===== src/rtl/pdm_cic_decimator.sv =====
// Third-order CIC decimator: 1-bit PDM strobes in, one saturated 19-bit signed PCM sample
// out every DECIM accepted bits, with the first STAGES (unsettled) samples hidden.
module pdm_cic_decimator #(
    parameter int DECIM  = 64,
    parameter int STAGES = 3,
    parameter int ACC_W  = 20
) (
    input  logic                    clk,
    input  logic                    rst_n,
    input  logic                    pdm_valid,
    input  logic                    pdm_data,
    output logic signed [18:0]      pcm_data,
    output logic                    pcm_valid
);

    localparam int OUT_W  = 19;
    localparam int CNT_W  = $clog2(DECIM);
    localparam int WARM_W = $clog2(STAGES + 1);

    localparam logic [CNT_W-1:0]         LAST_PHASE = CNT_W'(DECIM - 1);
    localparam logic [WARM_W-1:0]        WARM_DONE  = WARM_W'(STAGES);
    localparam logic signed [ACC_W-1:0]  POS_LIM    = ACC_W'((2 ** (OUT_W - 1)) - 1);
    localparam logic signed [ACC_W-1:0]  NEG_LIM    = ACC_W'(-(2 ** (OUT_W - 1)));

    logic signed [ACC_W-1:0] x;
    logic signed [ACC_W-1:0] integ     [STAGES];
    logic signed [ACC_W-1:0] integ_nxt [STAGES];
    logic        [CNT_W-1:0] phase;
    logic                    dec_evt;

    // comb_p[0] holds the captured integrator value; comb_p[k] is the output of comb stage k
    logic signed [ACC_W-1:0] comb_p [STAGES];
    logic signed [ACC_W-1:0] dly    [STAGES];
    logic                    vld_p  [STAGES];
    logic signed [ACC_W-1:0] comb_last;
    logic        [WARM_W-1:0] warm;

    function automatic logic signed [OUT_W-1:0] sat_out(input logic signed [ACC_W-1:0] v);
        if (v > POS_LIM)
            return POS_LIM[OUT_W-1:0];
        else if (v < NEG_LIM)
            return NEG_LIM[OUT_W-1:0];
        else
            return v[OUT_W-1:0];
    endfunction

    assign x = pdm_data ? ACC_W'(1) : {ACC_W{1'b1}};

    always_comb begin
        logic signed [ACC_W-1:0] acc;
        acc = x;
        for (int k = 0; k < STAGES; k++) begin
            acc          = integ[k] + acc;
            integ_nxt[k] = acc;
        end
    end

    assign dec_evt   = pdm_valid && (phase == LAST_PHASE);
    assign comb_last = comb_p[STAGES-1] - dly[STAGES-1];

    always_ff @(posedge clk or negedge rst_n) begin
        if (!rst_n) begin
            phase     <= '0;
            warm      <= '0;
            pcm_data  <= '0;
            pcm_valid <= 1'b0;
            for (int k = 0; k < STAGES; k++) begin
                integ[k]  <= '0;
                comb_p[k] <= '0;
                dly[k]    <= '0;
                vld_p[k]  <= 1'b0;
            end
        end else begin
            pcm_valid <= 1'b0;

            // integrator section: advances only on accepted bits
            if (pdm_valid) begin
                phase <= phase + 1'b1;
                for (int k = 0; k < STAGES; k++)
                    integ[k] <= integ_nxt[k];
            end

            // p0: capture the last integrator including the DECIM-th bit
            vld_p[0] <= dec_evt;
            if (dec_evt)
                comb_p[0] <= integ_nxt[STAGES-1];

            // p1..p(STAGES-1): comb stages, each moved only by the token
            for (int k = 1; k < STAGES; k++) begin
                vld_p[k] <= vld_p[k-1];
                if (vld_p[k-1]) begin
                    comb_p[k] <= comb_p[k-1] - dly[k-1];
                    dly[k-1]  <= comb_p[k-1];
                end
            end

            // final comb stage lands directly in the saturated output register
            if (vld_p[STAGES-1]) begin
                dly[STAGES-1] <= comb_p[STAGES-1];
                pcm_data      <= sat_out(comb_last);
                pcm_valid     <= (warm == WARM_DONE);
                if (warm != WARM_DONE)
                    warm <= warm + 1'b1;
            end
        end
    end

endmodule


===== config.mk =====
export PLATFORM = sky130hd
export DESIGN_NAME = pdm_cic_decimator
export DESIGN_NICKNAME = d
export VERILOG_FILES = /design/src/rtl/pdm_cic_decimator.sv
export SDC_FILE = /design/constraint.sdc
export NUM_CORES = 1
export LEC_CHECK = 0
export CELL_PAD_IN_SITES_DETAIL_PLACEMENT = 2
export CELL_PAD_IN_SITES_GLOBAL_PLACEMENT = 2
export CORE_MARGIN = 2
export CORE_UTILIZATION = 41
export CTS_CLUSTER_DIAMETER = 100
export DETAILED_ROUTE_END_ITERATION = 16
export GPL_ROUTABILITY_DRIVEN = 0
export HOLD_SLACK_MARGIN = 0.06
export PLACE_DENSITY_LB_ADDON = 0.1
export SLEW_MARGIN = 20
export SYNTH_ARGS = -nofsm -noshare
export SYNTH_HDL_FRONTEND = slang
export SYNTH_SLANG_ARGS = --single-unit

===== constraint.sdc =====
create_clock -name clk -period 6.1 [get_ports clk]
set_input_delay 1.83 -clock clk [delete_from_list [all_inputs] [get_ports clk]]
set_output_delay 1.83 -clock clk [all_outputs]
set_load 0.02 [all_outputs]

==> results.yml <==
status:
  status: "finished with violations"
  violations: "negative setup slack"
synth:
  synth_flop_cell: "dfrtp_1"
  synth_seq_cells: 211
  synthDistinctLibCells: 69
  syn_nets: 1469
  async_reset_ff_frac: 1.00
  synth_top_cell_by_area: "dfrtp_1"
  ys_top_cells_by_area: "dfrtp_1, ha_1, mux2_2"
  avgSynthCellArea_um2: 9.82
  ys_seq_area_frac: 0.400
  ys_warn_count: 0
  synth_top_area_share: 0.400
  syn_area_um2: 13200
  synth_edf_count: 0
  syn_inst: 1342
timing:
  rsz0062_at_grt: "yes"
  slew_headroom: 0.428
  period_share: 1.08
  worst_pin_slew_ns: 0.857
  timing.setup.tns_ns: -4.12
  period_needed_ns: 6.57
  hold_slack_ns: 0.477
  drv_slew: 0
  skew_ns: 0.0264
  setup_ws_ns: -0.471
  setup_viol: 15
  finalHoldViolCount: 0
  fmax_mhz: 152
drt:
  remaining_drc_errors: 0
  routed_wl_um: 41300
  drt_iter0_drc: 376
  vias: 10700
  dr.pass1.iters: 4
  avgViaCountPerCell: 5.54
  drtAntennaViolNets: 0
  wl_per_cell_um: 21.3
final_layout:
  final_cell_mix: "dfrtp_1, buf_4, inv_1"
  diodes: 0
  drive_above_1_share: 0.283
  multi_input_area_um2: 7940
  nNetsFinal: 1643
  n_fill_cell: 3166
  register_area_um2: 5280
  syn_to_final_growth_pct: 25.9
  final_common_cell: "dfrtp_1"
floorplan:
  die_x_um: 183
  ios: 24
  die-area_um2: 33600
  core_um2: 31600
  die_y_um: 183
  initial_core_util: 0.417
  row_count: 65
setup_path:
  cp_max_fo: 4
  crit_arrival_ns: 6.99
  crit_required_ns: 6.52
  crit_path_start_kind: "input pin"
  criticalPathCategory: "in2reg"
  critPathCaptureType: "flip-flop"
clock_network:
  htreeDepth: 1
  clk_pin_slew_ns: 0.06
  root_buffer: "clkbuf_16"
  clock_sinks: 211
  ctsLongestPathBuffers: 3
  cts_tree: "done"
  cts_hold_buf: 0
  clk_latency_ns: 0.54
  numCtsBuffers: 27
place:
  hpwl_um: 24200
  place_ws_ns: -1.24
  portBuffers: 23
grt:
  use_met1: 0.238
  overflow: 0
  antenna_found_initial: 0
  grt_use_total: 0.221
  use_met3: 0.0246
  top_usage_layer: "met2"
  grt_pass1_wl_um: 61000
  grt_use_met2: 0.450
  grt_pass1_vias: 12100
  grt_max_degree: 111
flow_run:
  maxCapViolCount: 0
min_path:
  hp-class: "reg2reg"
-- flip-flops by register name, indices dropped and copies added (netlist names) --
name       count
comb_p        60
dly           60
integ         60
pcm_data      19
pcm_valid      1
phase          6
vld_p          3
warm           2
-- critical path: stages --
cell	delay [ns]
buf_8	0.08
clkinvlp_4	0.08
buf_12	0.14
buf_12	0.13
ha_4	0.23
o211ai_1	0.29
buf_4	0.18
o21ai_2	0.07
a21o_1	0.20
a211oi_2	0.25
a21oi_2	0.11
ha_4	0.26
a21o_1	0.17
a21o_1	0.20
or3_4	0.41
a21oi_4	0.15
o21bai_1	0.11
a21oi_2	0.18
xnor2_2	0.09
ha_1	0.36
a21o_1	0.19
a21o_1	0.23
nor3_2	0.27
o21bai_2	0.13
a211oi_2	0.24
xnor2_1	0.14
mux2_4	0.28
-- cell usage after synthesis, types with 2 or more instances --
cell type and count:
buf_1 5, a211oi_1 16, nor2b_1 16, a31oi_1 10, a21o_1 43, inv_1 115
nand2_1 99, mux2i_1 5, a311o_1 2, buf_6 2, o311ai_0 3, nor2_1 78
o22ai_2 8, xor2_1 27, fa_1 6, o21bai_1 14, o2111ai_1 3, o22ai_1 10
a21boi_0 2, or2_2 2, mux2_2 103, o31ai_1 4, and3_1 10, or3_1 2
nor3_1 13, ha_1 117, nand2_2 2, clkbuf_1 31, nand4_1 11, a21oi_1 95
and2_1 7, a22o_1 2, a31o_2 5, nand2b_1 9, o21a_1 12, o21ai_0 112
dfrtp_1 211, a41oi_1 2, xnor2_1 79, nand3_1 15, nand3b_1 2, o211ai_1 5
-- what timing repair did --
| action | 4_1_cts | 5_1_grt |
|---|---|---|
| pin swaps | 49 | 66 |
| gates resized for setup | 48 | 74 |
| setup endpoints to repair | 23 | 20 |
| setup buffers | 28 | 15 |
| cloned | 0 | 0 |
-- stage by stage --
step | instances | cell area, um2 | util
after global routing | 1937 | 16600 | 0.525
after global placement | 1851 | 14800 | 0.468
after CTS | 1923 | 16100 | 0.509
after floorplan | 1342 | 13300 | -
after detailed placement | 1851 | 14800 | 0.468
final | 1937 | 16600 | 0.525
-- per-layer routing --
layer,wire (um),vias to the layer above
li1,-,5062
met1,15900,5438
met2,23200,131
met3,777,94
met4,1460,0
met5,0,-
-- cells by family (layout without fill, tap and decap cells) --
group / count (synthesis) / after routing / synth area share
AOI/OAI and AO/OA: 367 / 367 / 0.177
muxes: 108 / 108 / 0.0918
DFF: 211 / 211 / 0.400
and+or+nand+nor: 273 / 273 / 0.0952
adders and majority gates: 123 / 123 / 0.120
buffers and inverters: 154 / 347 / 0.0451
xor gates and xnor gates: 106 / 106 / 0.0704
-- layout make-up --
type | instances | share of cell area
clock buffers | 38 | 0.0474
repair buffers | 184 | 0.0914
multi-input cells | 977 | 0.479
inverters | 115 | 0.0262
clock inverters | 10 | 0.00769
flip-flops and latches | 211 | 0.318
well taps | 402 | 0.0303
-- worst paths after layout --
| check | from | endpoint | slack [ns] | cells past startpoint |
|---|---|---|---|---|
| hold reg to reg | phase[5] | phase[5] | 0.48 | 1 |
| min in group asynchronous | rst_n | dly[1] | 1.36 | 1 |
| setup reg to reg | integ[40] | integ[19] | 0.65 | 24 |
| hold / removal | phase[5] | phase[5] | 0.48 | 1 |
| setup / recovery | pdm_data | comb_p[58] | -0.47 | 27 |
| max in group asynchronous | rst_n | comb_p[28] | 3.64 | 2 |
Power is left out: the tool's default activity adds up to more than one toggle a clock period on the data nets, which glitch-free logic cannot reach.
